### src/rtl/ml_hw_pkg.sv
// Shared types, default sizes and arithmetic helpers for the matrix-vector engine.
// Consumers: ml_mac and ml_matvec_engine (optional clamp enabled by ML_MATVEC_SAT_EN).
package ml_hw_pkg;

  typedef enum logic [1:0] {
    IDLE  = 2'd0,
    LOAD  = 2'd1,
    RUN   = 2'd2,
    DRAIN = 2'd3
  } state_e;

  localparam int DEFAULT_DW = 16;
  localparam int DEFAULT_N  = 4;

  // Sum of N products of two DW-bit signed values needs clog2(N) guard bits.
  function automatic int calcOw(input int dw, input int n);
    return 2 * dw + $clog2(n);
  endfunction

  function automatic logic signed [63:0] satClamp(input logic signed [63:0] value,
                                                  input int dw);
    logic signed [63:0] hi;
    logic signed [63:0] lo;
    hi = (64'sd1 <<< (dw - 1)) - 64'sd1;
    lo = -(64'sd1 <<< (dw - 1));
    if (value > hi) return hi;
    if (value < lo) return lo;
    return value;
  endfunction

endpackage

### src/rtl/ml_mac.sv
// Signed multiply-accumulate: sum_o = acc + a*b combinationally; the accumulator
// registers sum_o on en_i, and clear_i (higher priority) returns it to zero.
module ml_mac #(
  parameter int DW = 16,
  parameter int OW = 34
) (
  input  logic                 clk,
  input  logic                 rst_n,
  input  logic                 clear_i,
  input  logic                 en_i,
  input  logic signed [DW-1:0] a_i,
  input  logic signed [DW-1:0] b_i,
  output logic signed [OW-1:0] sum_o
);

  logic signed [2*DW-1:0] prod;
  logic signed [OW-1:0]   acc_q;
  logic signed [OW-1:0]   acc_d;

  assign prod  = a_i * b_i;
  assign sum_o = acc_q + $signed({{(OW-2*DW){prod[2*DW-1]}}, prod});

  always_comb begin
    acc_d = acc_q;
    if (clear_i) begin
      acc_d = '0;
    end else if (en_i) begin
      acc_d = sum_o;
    end
  end

  always_ff @(posedge clk or negedge rst_n) begin
    if (!rst_n) begin
      acc_q <= '0;
    end else begin
      acc_q <= acc_d;
    end
  end

endmodule

### src/rtl/ml_matvec_engine.sv
// Streaming signed matrix-vector engine: loads an N-element vector, then emits one
// dot product per matrix row. Define ML_MATVEC_SAT_EN to clamp results to DW range.
module ml_matvec_engine
  import ml_hw_pkg::*;
#(
  parameter int DW = DEFAULT_DW,
  parameter int N  = DEFAULT_N
) (
  input  logic                               clk,
  input  logic                               rst_n,
  input  logic                               start,
  output logic                               busy,
  input  logic                               s_vec_valid,
  output logic                               s_vec_ready,
  input  logic signed [DW-1:0]               s_vec_data,
  input  logic                               s_mat_valid,
  output logic                               s_mat_ready,
  input  logic signed [DW-1:0]               s_mat_data,
  input  logic                               s_mat_last,
  output logic                               m_res_valid,
  input  logic                               m_res_ready,
  output logic signed [calcOw(DW,N)-1:0]     m_res_data,
  output logic                               m_res_last,
  output logic                               err,
  output logic                               sat
);

  localparam int OW = calcOw(DW, N);
  localparam int CW = $clog2(N);
  localparam logic [CW-1:0] LAST_COL = CW'(N - 1);

  state_e               state_q, state_d;
  logic [CW-1:0]        idx_q, idx_d;
  logic [CW-1:0]        col_q, col_d;
  logic signed [DW-1:0] vec_q [N];
  logic                 resValid_q, resValid_d;
  logic                 resLast_q, resLast_d;
  logic signed [OW-1:0] resData_q, resData_d;
  logic                 err_q, err_d;

  logic                 startAcc;
  logic                 vecHs;
  logic                 matHs;
  logic                 rowEnd;
  logic                 emit;
  logic                 resHs;
  logic signed [OW-1:0] macSum;
  logic signed [OW-1:0] resNext;

  assign startAcc    = (state_q == IDLE) && start;
  assign s_vec_ready = (state_q == LOAD);
  assign vecHs       = s_vec_ready && s_vec_valid;
  // One-entry output buffer: a row may complete whenever the buffer is empty or draining.
  assign s_mat_ready = (state_q == RUN) && (!resValid_q || m_res_ready);
  assign matHs       = s_mat_ready && s_mat_valid;
  assign rowEnd      = matHs && (col_q == LAST_COL);
  assign emit        = rowEnd || (matHs && s_mat_last);
  assign resHs       = resValid_q && m_res_ready;

  ml_mac #(
    .DW (DW),
    .OW (OW)
  ) u_mac (
    .clk     (clk),
    .rst_n   (rst_n),
    .clear_i (startAcc || emit),
    .en_i    (matHs),
    .a_i     (s_mat_data),
    .b_i     (vec_q[col_q]),
    .sum_o   (macSum)
  );

`ifdef ML_MATVEC_SAT_EN
  logic sat_q, sat_d;
  logic clamped;

  always_comb begin
    resNext = OW'(satClamp(64'(macSum), DW));
    clamped = (resNext != macSum);
    sat_d   = sat_q;
    if (startAcc) begin
      sat_d = 1'b0;
    end else if (emit && clamped) begin
      sat_d = 1'b1;
    end
  end

  always_ff @(posedge clk or negedge rst_n) begin
    if (!rst_n) begin
      sat_q <= 1'b0;
    end else begin
      sat_q <= sat_d;
    end
  end

  assign sat = sat_q;
`else
  assign resNext = macSum;
  assign sat     = 1'b0;
`endif

  always_comb begin
    state_d    = state_q;
    idx_d      = idx_q;
    col_d      = col_q;
    err_d      = err_q;
    resValid_d = resValid_q;
    resData_d  = resData_q;
    resLast_d  = resLast_q;

    case (state_q)
      IDLE: begin
        if (start) begin
          state_d = LOAD;
          idx_d   = '0;
          col_d   = '0;
          err_d   = 1'b0;
        end
      end
      LOAD: begin
        if (vecHs) begin
          if (idx_q == LAST_COL) begin
            idx_d   = '0;
            state_d = RUN;
          end else begin
            idx_d = idx_q + CW'(1);
          end
        end
      end
      RUN: begin
        if (matHs) begin
          col_d = emit ? '0 : col_q + CW'(1);
          if (s_mat_last) begin
            state_d = DRAIN;
            if (!rowEnd) err_d = 1'b1;
          end
        end
      end
      DRAIN: begin
        if (resHs) state_d = IDLE;
      end
      default: state_d = IDLE;
    endcase

    // A new row result overwrites a buffered one only when that one is consumed this cycle.
    if (emit) begin
      resValid_d = 1'b1;
      resData_d  = resNext;
      resLast_d  = s_mat_last;
    end else if (resHs) begin
      resValid_d = 1'b0;
    end
  end

  always_ff @(posedge clk or negedge rst_n) begin
    if (!rst_n) begin
      state_q    <= IDLE;
      idx_q      <= '0;
      col_q      <= '0;
      err_q      <= 1'b0;
      resValid_q <= 1'b0;
      resData_q  <= '0;
      resLast_q  <= 1'b0;
    end else begin
      state_q    <= state_d;
      idx_q      <= idx_d;
      col_q      <= col_d;
      err_q      <= err_d;
      resValid_q <= resValid_d;
      resData_q  <= resData_d;
      resLast_q  <= resLast_d;
    end
  end

  always_ff @(posedge clk or negedge rst_n) begin
    if (!rst_n) begin
      for (int i = 0; i < N; i++) vec_q[i] <= '0;
    end else if (vecHs) begin
      vec_q[idx_q] <= s_vec_data;
    end
  end

  assign busy        = (state_q != IDLE);
  assign m_res_valid = resValid_q;
  assign m_res_data  = resData_q;
  assign m_res_last  = resLast_q;
  assign err         = err_q;

endmodule
### config.mk
export PLATFORM = sky130hd
export DESIGN_NAME = ml_matvec_engine
export DESIGN_NICKNAME = d
export VERILOG_FILES = /design/src/rtl/ml_hw_pkg.sv /design/src/rtl/ml_mac.sv /design/src/rtl/ml_matvec_engine.sv
export SDC_FILE = /design/constraint.sdc
export NUM_CORES = 1
export LEC_CHECK = 0
export ABC_AREA = 1
export CAP_MARGIN = 20
export CORE_MARGIN = 2
export CORE_UTILIZATION = 60
export CTS_CLUSTER_DIAMETER = 50
export CTS_CLUSTER_SIZE = 20
export DETAILED_ROUTE_END_ITERATION = 8
export GPL_ROUTABILITY_DRIVEN = 1
export GPL_TIMING_DRIVEN = 1
export PLACE_DENSITY = 0.8
export SYNTH_ARGS = -nofsm -noshare
export SYNTH_HDL_FRONTEND = slang
export SYNTH_SLANG_ARGS = --single-unit
### constraint.sdc
create_clock -name clk -period 18.6 [get_ports clk]
set_input_delay 2.79 -clock clk [delete_from_list [all_inputs] [get_ports clk]]
set_output_delay 2.79 -clock clk [all_outputs]
set_load 0.01 [all_outputs]
==> qor.txt <==
Status = finished clean
Post-CTS Resized = 0
# hold bufs at CTS = 0
Ant. Diodes = 0
First-pass GRT wire length = 76,700 µm
DRT Pass-1 Iters = 6
Synth top cells by count = 564 x nand2_1, 482 x inv_1, 305 x fa_1
Dpl hpwl = 36,700 µm
Mapped Cells = 2,164
Final wirelength = 45,700 µm
Worst EP required = 18.93 ns
Worst slew pin tran = 1.03 ns
Crit. End Element = register
Multi-input logic area = 12,000 µm²
# IOs = 80
# DRC = 0
Total CTS buffers = 17
Avg WL per Cell = 17.6 µm
Worst Slack Setup Final = 9.50 ns
Worst Skew = 0.0122 ns
Pin count of the biggest net entering global routing = 90
Number of synthesized flops with an enable pin = 0
Slew Limit Fails = 0
Via count = 14,270
Vias in the first global route = 14,935
Arrival @ worst endpoint = 9.43 ns
Post-layout min period = 9.10 ns
Clock Tree Buf Depth = 2
Final Hold Vio Count = 0
FP Rows = 62
Netlist cell types = 34
CP most frequent cell = inv_1
Final Wtd Congestion = 0.975
Crit path launch type = primary input
CTS H-tree lvls = 4
Starting Density = 61.2%
Slowest stage cell, crit path = clkdlybuf4s50_1
Ys async rst share = 100%
Via/cell ratio = 5.49
Mapped Area = 17,600 µm²
RSZ-0062 raised after global routing = false
Relative slew slack = 31.2%
Post-synth top area share = 34.7%
Clk sink count = 141
CP Class = primary input to register
Post CTS Setup Buffer Count = 0
Largest cells by area after synthesis = fa_1 35%, dfrtp_1 20%, nand2_1 12%, inv_1 10%, ha_1 8.0%
CP bufs+invs = 8
Clock slew at reported path FFs = 0.06 ns
TritonCTS clock tree = built
Layout cells sized above 1 = 2.26%
I/O Buffers = 78
Setup TNS = 0 ns
Synth Net Count = 2,620
# fillers = 2,295
FF/Latch Area = 3530 µm²
CTS root buf = clkbuf_16
Die Y = 175 µm
Crit path cell chain = clkdlybuf4s50_1, inv_1, nor2_1, inv_1, fa_1, inv_1, fa_1, inv_1, fa_1, inv_1, fa_1, fa_1, inv_1, fa_1, inv_1, ha_1, nand2_1, nor3_1, o21ai_0, nand3_1, nand2_1, nand3_1, nand2_1
Seq cells post-synth = 141
Post-layout net count = 2,656
R2R Setup Slk = 10.34 ns
DP Worst Slack = 9.21 ns
Leading area contributor after synthesis = fa_1
Core Util, Final = 67.2%
CP max FO = 10
Syn_area_per_cell = 8.14 µm²
Worst skew pair latency = 0.44 ns
Core ar. = 28,800 µm²
# setup viols final = 0
Yosys warns = 0
Die Footprint = 30,800 µm²
Top_reg_cell synth = dfrtp_1
Worst hold path class = register to register
Most numerous cell in the Yosys netlist = nand2_1
Initial antenna violation count = 0
Family of cells with the greatest summed delay on the critical path = adder cells
Die width = 175 µm
Final period util = 48.9%
Register area share after synthesis = 20.0%
Placed cell count = 2,564
Non-filler instance count after layout = 2,597
Fmax = 110 MHz
Max-Cap Viols = 0
Area growth, synth to finish = 9.81%
Iter 0 DRT Violations = 1,255
Slowest stage delay, CP = 0.72 ns
Total track usage = 32.0%
Remaining global-route overflow = 0
Post-route ant nets = 0
[through the flow]
stage / instance area, µm² / hold slack (ns)
3_5_place_dp: 18600 / 0.462
2_1_floorplan: 17600 / 0.453
5_1_grt: 19300 / 0.496
6_report: 19300 / 0.472
4_1_cts: 19300 / 0.478
3_3_place_gp: 18600 / 0.457
[state kept, by name, indices dropped and copies added, names as in the netlist]
| name | cells |
|---|---|
| vec_q | 64 |
| m_res_data | 34 |
| u_mac.acc_q | 34 |
| col_q | 2 |
| idx_q | 2 |
| state_q | 2 |
| err | 1 |
| m_res_last | 1 |
| m_res_valid | 1 |
[placed cells by master (no fill, tap or decap), types with 6 or more instances in the layout]
cell type,count
nand2_1,564
inv_1,482
fa_1,305
nor2_1,189
dfrtp_1,141
ha_1,112
o21ai_0,96
nand3_1,95
clkdlybuf4s50_1,77
a21oi_1,37
clkbuf_16,17
nand4_1,11
a22o_1,9
nor3_1,9
nand3b_1,9
xnor2_1,7
clkinv_1,6
bufinv_16,6
[metal layers]
metal / global-route usage (%) / vias to the layer above / routed length, µm
li1: - / 6455 / -
met1: 44.7 / 6938 / 19000
met2: 49.6 / 749 / 20800
met3: 6.86 / 128 / 4260
met4: 11.9 / 0 / 1700
met5: 0 / - / 0
[layout make-up]
cell class                 instances  share of cell area, %
clock buffer                      19                   2.34
sequential                       141                   18.2
inverter                         491                   9.54
timing repair buffer              83                   4.30
multi-input combinational       1466                   61.9
clock inverter                    13                   1.22
tap                              384                   2.48
[worst min-delay path, stage by stage (launching register included)]
cell,delay [ns]
dfrtp_1,0.34
nand2_1,0.05
nand2_1,0.05
[worst paths after layout]
check,start,end,cells after the start
min in group asynchronous,rst_n,vec_q[3]$_DFFE_PN0P_,1
max reg2reg,col_q[1]$_DFFE_PN0P_,m_res_data[27]$_DFFE_PN0P_,24
min reg2reg,m_res_data[1]$_DFFE_PN0P_,m_res_data[1]$_DFFE_PN0P_,2
max in group asynchronous,rst_n,m_res_data[25]$_DFFE_PN0P_,2
max,s_mat_data[15],m_res_data[27]$_DFFE_PN0P_,23
min,m_res_data[1]$_DFFE_PN0P_,m_res_data[1]$_DFFE_PN0P_,2
[cell families (layout without fill, tap and decap cells)]
group	Yosys count	count (layout)	share of synthesized area [%]
compound gates	148	148	4.47
xor+xnor	11	11	0.547
fa+ha+maj	417	417	42.6
buf+inv	557	606	12.0
flops	141	141	20.0
other cells	1	1	0.0213
simple gates	889	889	20.3
Power is not shown: default switching activity piles up to over one toggle a cycle in this logic, so the estimate is an artifact.
